===== src/rtl/mem_block_mover.sv =====
// Block-transfer master for the 256x8 data-memory port: forward byte copy
// (read then write per byte) or constant fill, started by a one-cycle request.
module mem_block_mover #(
  parameter int DATA_W = 8,
  parameter int ADDR_W = 8
) (
  input  logic              i_clk,
  input  logic              i_reset,
  input  logic              i_start,
  input  logic              i_fill_mode,
  input  logic [ADDR_W-1:0] i_src_base,
  input  logic [ADDR_W-1:0] i_dst_base,
  input  logic [ADDR_W-1:0] i_length,
  input  logic [DATA_W-1:0] i_fill_value,
  output logic              o_busy,
  output logic              o_done,
  output logic [ADDR_W-1:0] o_bytes_done,
  output logic              o_mem_read_en,
  output logic              o_mem_write_en,
  output logic [ADDR_W-1:0] o_mem_base_address,
  output logic [ADDR_W-1:0] o_mem_offset_address,
  output logic [DATA_W-1:0] o_mem_wdata,
  input  logic [DATA_W-1:0] i_mem_rdata
);

  typedef enum logic [1:0] {S_IDLE, S_READ, S_WRITE, S_DONE} state_t;

  state_t            r_state;
  logic              r_fill;
  logic [ADDR_W-1:0] r_src;
  logic [ADDR_W-1:0] r_dst;
  logic [ADDR_W-1:0] r_len;
  logic [DATA_W-1:0] r_fv;
  logic [ADDR_W-1:0] r_idx;
  logic [DATA_W-1:0] r_hold;
  logic [ADDR_W-1:0] r_bytes_done;
  logic [ADDR_W-1:0] w_idx_nxt;
  logic              w_rd;
  logic              w_wr;

  assign w_idx_nxt = r_idx + 1'b1;
  assign w_rd      = (r_state == S_READ);
  assign w_wr      = (r_state == S_WRITE);

  always_ff @(posedge i_clk) begin
    if (!i_reset) begin
      r_state      <= S_IDLE;
      r_fill       <= 1'b0;
      r_src        <= '0;
      r_dst        <= '0;
      r_len        <= '0;
      r_fv         <= '0;
      r_idx        <= '0;
      r_hold       <= '0;
      r_bytes_done <= '0;
    end else begin
      case (r_state)
        S_IDLE: begin
          if (i_start) begin
            r_fill       <= i_fill_mode;
            r_src        <= i_src_base;
            r_dst        <= i_dst_base;
            r_len        <= i_length;
            r_fv         <= i_fill_value;
            r_idx        <= '0;
            r_bytes_done <= '0;
            if (i_length == '0)  r_state <= S_DONE;
            else if (i_fill_mode) r_state <= S_WRITE;
            else                  r_state <= S_READ;
          end
        end
        S_READ: begin
          r_hold  <= i_mem_rdata;
          r_state <= S_WRITE;
        end
        S_WRITE: begin
          r_idx        <= w_idx_nxt;
          r_bytes_done <= r_bytes_done + 1'b1;
          if (w_idx_nxt == r_len) r_state <= S_DONE;
          else if (!r_fill)       r_state <= S_READ;
        end
        S_DONE:  r_state <= S_IDLE;
        default: r_state <= S_IDLE;
      endcase
    end
  end

  // Memory controls decode straight from the state register, so they fall
  // back to zero in IDLE/DONE without any extra clearing.
  assign o_busy               = w_rd | w_wr;
  assign o_done               = (r_state == S_DONE);
  assign o_bytes_done         = r_bytes_done;
  assign o_mem_read_en        = w_rd;
  assign o_mem_write_en       = w_wr;
  assign o_mem_base_address   = w_rd ? r_src : (w_wr ? r_dst : '0);
  assign o_mem_offset_address = (w_rd | w_wr) ? r_idx : '0;
  assign o_mem_wdata          = w_wr ? (r_fill ? r_fv : r_hold) : '0;

endmodule


===== config.mk =====
export PLATFORM = sky130hd
export DESIGN_NAME = mem_block_mover
export DESIGN_NICKNAME = d
export VERILOG_FILES = /design/src/rtl/mem_block_mover.sv
export SDC_FILE = /design/constraint.sdc
export NUM_CORES = 1
export LEC_CHECK = 0
export ABC_AREA = 1
export CAP_MARGIN = 20
export CORE_MARGIN = 1.5
export CORE_UTILIZATION = 40
export DETAILED_ROUTE_END_ITERATION = 10
export PLACE_DENSITY_LB_ADDON = 0.1
export SETUP_SLACK_MARGIN = 0.05
export SLEW_MARGIN = 20
export SYNTH_ARGS = -nofsm -noshare
export SYNTH_HDL_FRONTEND = slang
export SYNTH_SLANG_ARGS = --single-unit

===== constraint.sdc =====
create_clock -name i_clk -period 1.5 [get_ports i_clk]
set_input_delay 0.3 -clock i_clk [delete_from_list [all_inputs] [get_ports i_clk]]
set_output_delay 0.3 -clock i_clk [all_outputs]
set_load 0.01 [all_outputs]

======== Word-level counts from Yosys, hierarchy flattened ========
Cells that the tools add are included.
storage, ports and cells
  bits in registers ....................... 59
operators by class
  bitwise gates (word level) .............. 1
  reduce and logical (&&, ||, !) cells .... 6
  equal/unequal tests ..................... 6
  multiplexer cells ....................... 14
  $add $sub $neg .......................... 2
operator list
  cell                 number
  $mux 8               6
  $pmux 8 s2           2
  $add 8x1->8 const B  2
  $mux 2               5
  $eq 8x8->1           1
  $logic_not 8->1      1
  $pmux 2 s4           1
  $reduce_and 2->1     3
  $eq 2x2->1 const B   2
  $ne 3x2->1 const B   1
  $eq 2x1->1 const B   1
  $logic_not 2->1      1
  $ne 2x2->1 const B   1
  $reduce_bool 2->1    1
  $or 1x1->1           1

======== Logic depth before layout (Yosys ltp) ========
  depth after elaboration ................. 4
  mapped depth ............................ 15
  mapped depth without buffers ............ 15

======== Worst setup path after synthesis ========
Ideal clock, no wire load.
  path kind ............................... register to output
  start point ............................. register r_state[0]
  end point ............................... output port o_mem_wdata[5]
  buffers on the path ..................... 2
  stages on the path, launching flop included .. 7
  setup slack ............................. -0.244 ns
  arrival ................................. 1.444 ns
  data required time ...................... 1.200 ns
  cells stage by stage .................... dfxtp_1 > inv_1 > ha_1 > clkbuf_1 > clkbuf_1 > o21ai_0 > nor2_1
on the way
  cells in the longest elaborated chain, start to end .. 2
ends and longest elaborated chain
  element                   line  source
  start, declared           28    state_t r_state;
  start signal, assigned    47    r_state <= S_IDLE;
  start signal, assigned    67    if (i_length == '0) r_state <= S_DONE;
  start signal, assigned    68    else if (i_fill_mode) r_state <= S_WRITE;
  $eq 2x2->1                43    assign w_wr = (r_state == S_WRITE);
  named net o_mem_write_en  19    output logic o_mem_write_en,
  $mux 8                    97    assign o_mem_wdata = w_wr ? (r_fill ? r_fv : r_hold) : '0;
  end, declared             22    output logic [DATA_W-1:0] o_mem_wdata,
The timed path passes the listed nets, and every way through them passes these cells.

======== Final worst setup path ========
  start point ............................. register r_state[0]
  end point ............................... output port o_mem_base_address[1]
on the way
  cells in the longest elaborated chain, start to end .. 3
  elaborated cells between the ends (all ways) .. 4
  classes of those cells .................. eq/ne: 2; mux: 2
ends and longest elaborated chain
  element        line  source
  $eq 2x2->1     43
  $mux 8         95    assign o_mem_base_address = w_rd ? r_src : (w_wr ? r_dst : '0);
  $mux 8 (*)     95
  end, declared  20    output logic [ADDR_W-1:0] o_mem_base_address,
Mark *: on every way between the ends. The rest lies on a longest branch, timed or not.

==> metrics.yaml <==
fill_cells: 607
final_common_cell: "nor2_1"
rsz0062_at_grt: "yes"
vias: 3344
critical-path-slowest-cell: "dfxtp_4"
clock_latency_ns: 0.34
routed_wl_um: 9420
synthDistinctLibCells: 29
grt_overflow: 0
die_area_um2: 7830
grt_pass1_wl_um: 13700
io_buffers: 79
place_ws_ns: -0.300
layout_min_cycle_time_ns: 1.87
crit_type: "reg -> out"
start_kind: "flip-flop"
crit_chain: "inv_4 > ha_4 > buf_6 > buf_4 > buf_4 > nand3_2 > nand2_1 > buf_2"
cp.required_ns: 1.20
drtIter0Drc: 151
netlist_area_um2: 2920
start_util: 0.421
cp_top_family: "buffers and inverters"
grt_antenna_before_repair: 0
cts.clk_slew.worst_paths_ns: 0.07
routedWlPerCell_um: 13.9
dp_cells: 634
postCtsHoldBufs: 0
drcViolationCount: 0
synth_fp_nets: 491
status: "complete, but fails checks"
insertedDiodeCount: 0
power_mw: 7.60
finalSetupTns_ns: -8.23
worst_pin_slew_ns: 0.351
grt_max_degree: 41
gp_congestion: 0.836
ys_ff_latch: 59
seq_area_frac_synth: 0.404
cts_buffer_depth: 2
die_w_um: 88.5
powerDensity_nw_per_um2: 1600
root_buffer: "clkbuf_8"
skew_ns: 0.00731
io_pins: 80
cpMostUsedCell: "buf_4"
vdd_drop_max_mv: 0.807
synth_warnings: 0
maxSlewHeadroom: 0.764
period_share: 1.25
fin_hold_ws_ns: 0.468
min_path_type: "reg -> reg"
utilization: 0.684
cts.htree.levels: 3
viasPerCell: 4.95
layout_common_cells: "97 x nor2_1, 65 x nand2_1, 51 x dfxtp_1"
final_nets: 625
max_stage_delay_ns: 0.37
hold_violations: 0
design_area_um2: 4750
maxSlewViolCount: 0
dp_hpwl_um: 5650
cts_sinks: 59
track_usage: 0.230
violations: "negative setup slack"
drv_cap: 0
syn_inst: 441
crit_arrival_ns: 1.57
core-area_um2: 6940
grt_pass1_vias: 2981
p_leak_nw: 2.23
fin_ws_ns: -0.371
cp_max_fo: 5
drive_gt1_frac: 0.324
cts_buffers: 9
setup_viol: 44
final_cells: 676
cts_tree: "done"
syn_to_final_growth_pct: 62.6
drt_pass1_iterations: 4
syn_area_per_cell_um2: 6.63
dpl_cell_area_um2: 4160
ant_nets: 0
rows: 30
endpoint_kind: "primary output"
fmaxAchievable_ghz: 0.535
die_h_um: 88.5
worst-path-buf-inv: 5
-- where the power goes --
| group | internal, mW | leakage, nW | switching (mW) | total, mW |
|---|---|---|---|---|
| Combinational | 1.79 | 1.63 | 1.98 | 3.76 |
| Sequential | 1.96 | 0.490 | 0.258 | 2.22 |
| Clock | 0.982 | 0.111 | 0.638 | 1.62 |
| Total | 4.73 | 2.23 | 2.87 | 7.60 |
-- flip-flops by register name, indices dropped and copies added (netlist names) --
name / count
o_bytes_done: 8
r_dst: 8
r_fill: 1
r_fv: 8
r_hold: 8
r_idx: 8
r_len: 8
r_src: 8
r_state: 2
-- layout make-up --
type	count	area, µm²	area share
Sequential cell	59	1200	0.253
Clock buffer	12	145	0.0305
Multi-Input combinational cell	324	1800	0.378
Tap cell	96	120	0.0253
Clock inverter	4	73.8	0.0155
Inverter	40	174	0.0366
Timing Repair Buffer	141	1240	0.261
-- path summary, 6_finish.rpt --
kind,startpoint,to,slack [ns],cells past startpoint
worst max-delay path,r_state[0]$_SDFFE_PN0P_,o_mem_base_address[1],-0.37,8
worst min-delay path,r_len[2]$_SDFFE_PN0P_,r_len[2]$_SDFFE_PN0P_,0.47,2
worst max register to register,r_state[0]$_SDFFE_PN0P_,o_bytes_done[7]$_SDFFE_PN0P_,-0.27,12
worst min register to register,r_len[2]$_SDFFE_PN0P_,r_len[2]$_SDFFE_PN0P_,0.47,2
-- tightest hold or removal path, stage by stage (launching register included) --
cell	delay, ns
dfxtp_1	0.31
inv_1	0.06
a21oi_1	0.05
-- kinds of logic after synthesis --
family | count (synthesis) | synth area share
xor gates and xnor gates | 2 | 0.00599
buffers and inverters | 58 | 0.0753
and+or+nand+nor | 240 | 0.357
adders and majority gates | 6 | 0.0257
AOI/OAI and AO/OA | 76 | 0.132
DFF | 59 | 0.404
-- synthesized netlist by cell type --
master,number,share of area
nand3_1,32,0.055
nor3b_2,1,0.0043
o21ai_1,1,0.0017
or2_0,1,0.0021
inv_2,3,0.0039
inv_1,33,0.042
xnor2_1,1,0.0030
nor2_1,104,0.13
a21oi_1,22,0.038
nor4_1,1,0.0021
nor3b_1,1,0.0026
dfxtp_1,59,0.40
o21bai_1,1,0.0026
ha_1,6,0.026
nand2_1,78,0.10
or2_2,1,0.0021
nor3_1,4,0.0068
clkbuf_1,17,0.022
o21ai_0,51,0.087
nand2_2,5,0.011
nand3_2,5,0.017
and3_1,3,0.0064
a221oi_1,1,0.0030
nor2_4,3,0.012
xor2_1,1,0.0030
clkbuf_2,1,0.0017
clkinv_2,1,0.0017
clkinv_1,3,0.0039
or3_1,1,0.0021
-- layer usage --
layer | GRT usage | up-vias | part of all wire
met2 | 0.396 | 122 | 0.50
met4 | 0.0753 | 0 | 0.013
met5 | 0 | - | 0
li1 | - | 1682 | -
met1 | 0.274 | 1529 | 0.42
met3 | 0.0681 | 11 | 0.069
-- timing repair --
item,CTS,global route
setup buffers,16,10
pin swaps,20,25
gates resized for setup,156,51
setup endpoints to repair,52,46
cloned,1,2
(Power assumes the default switching activity.)
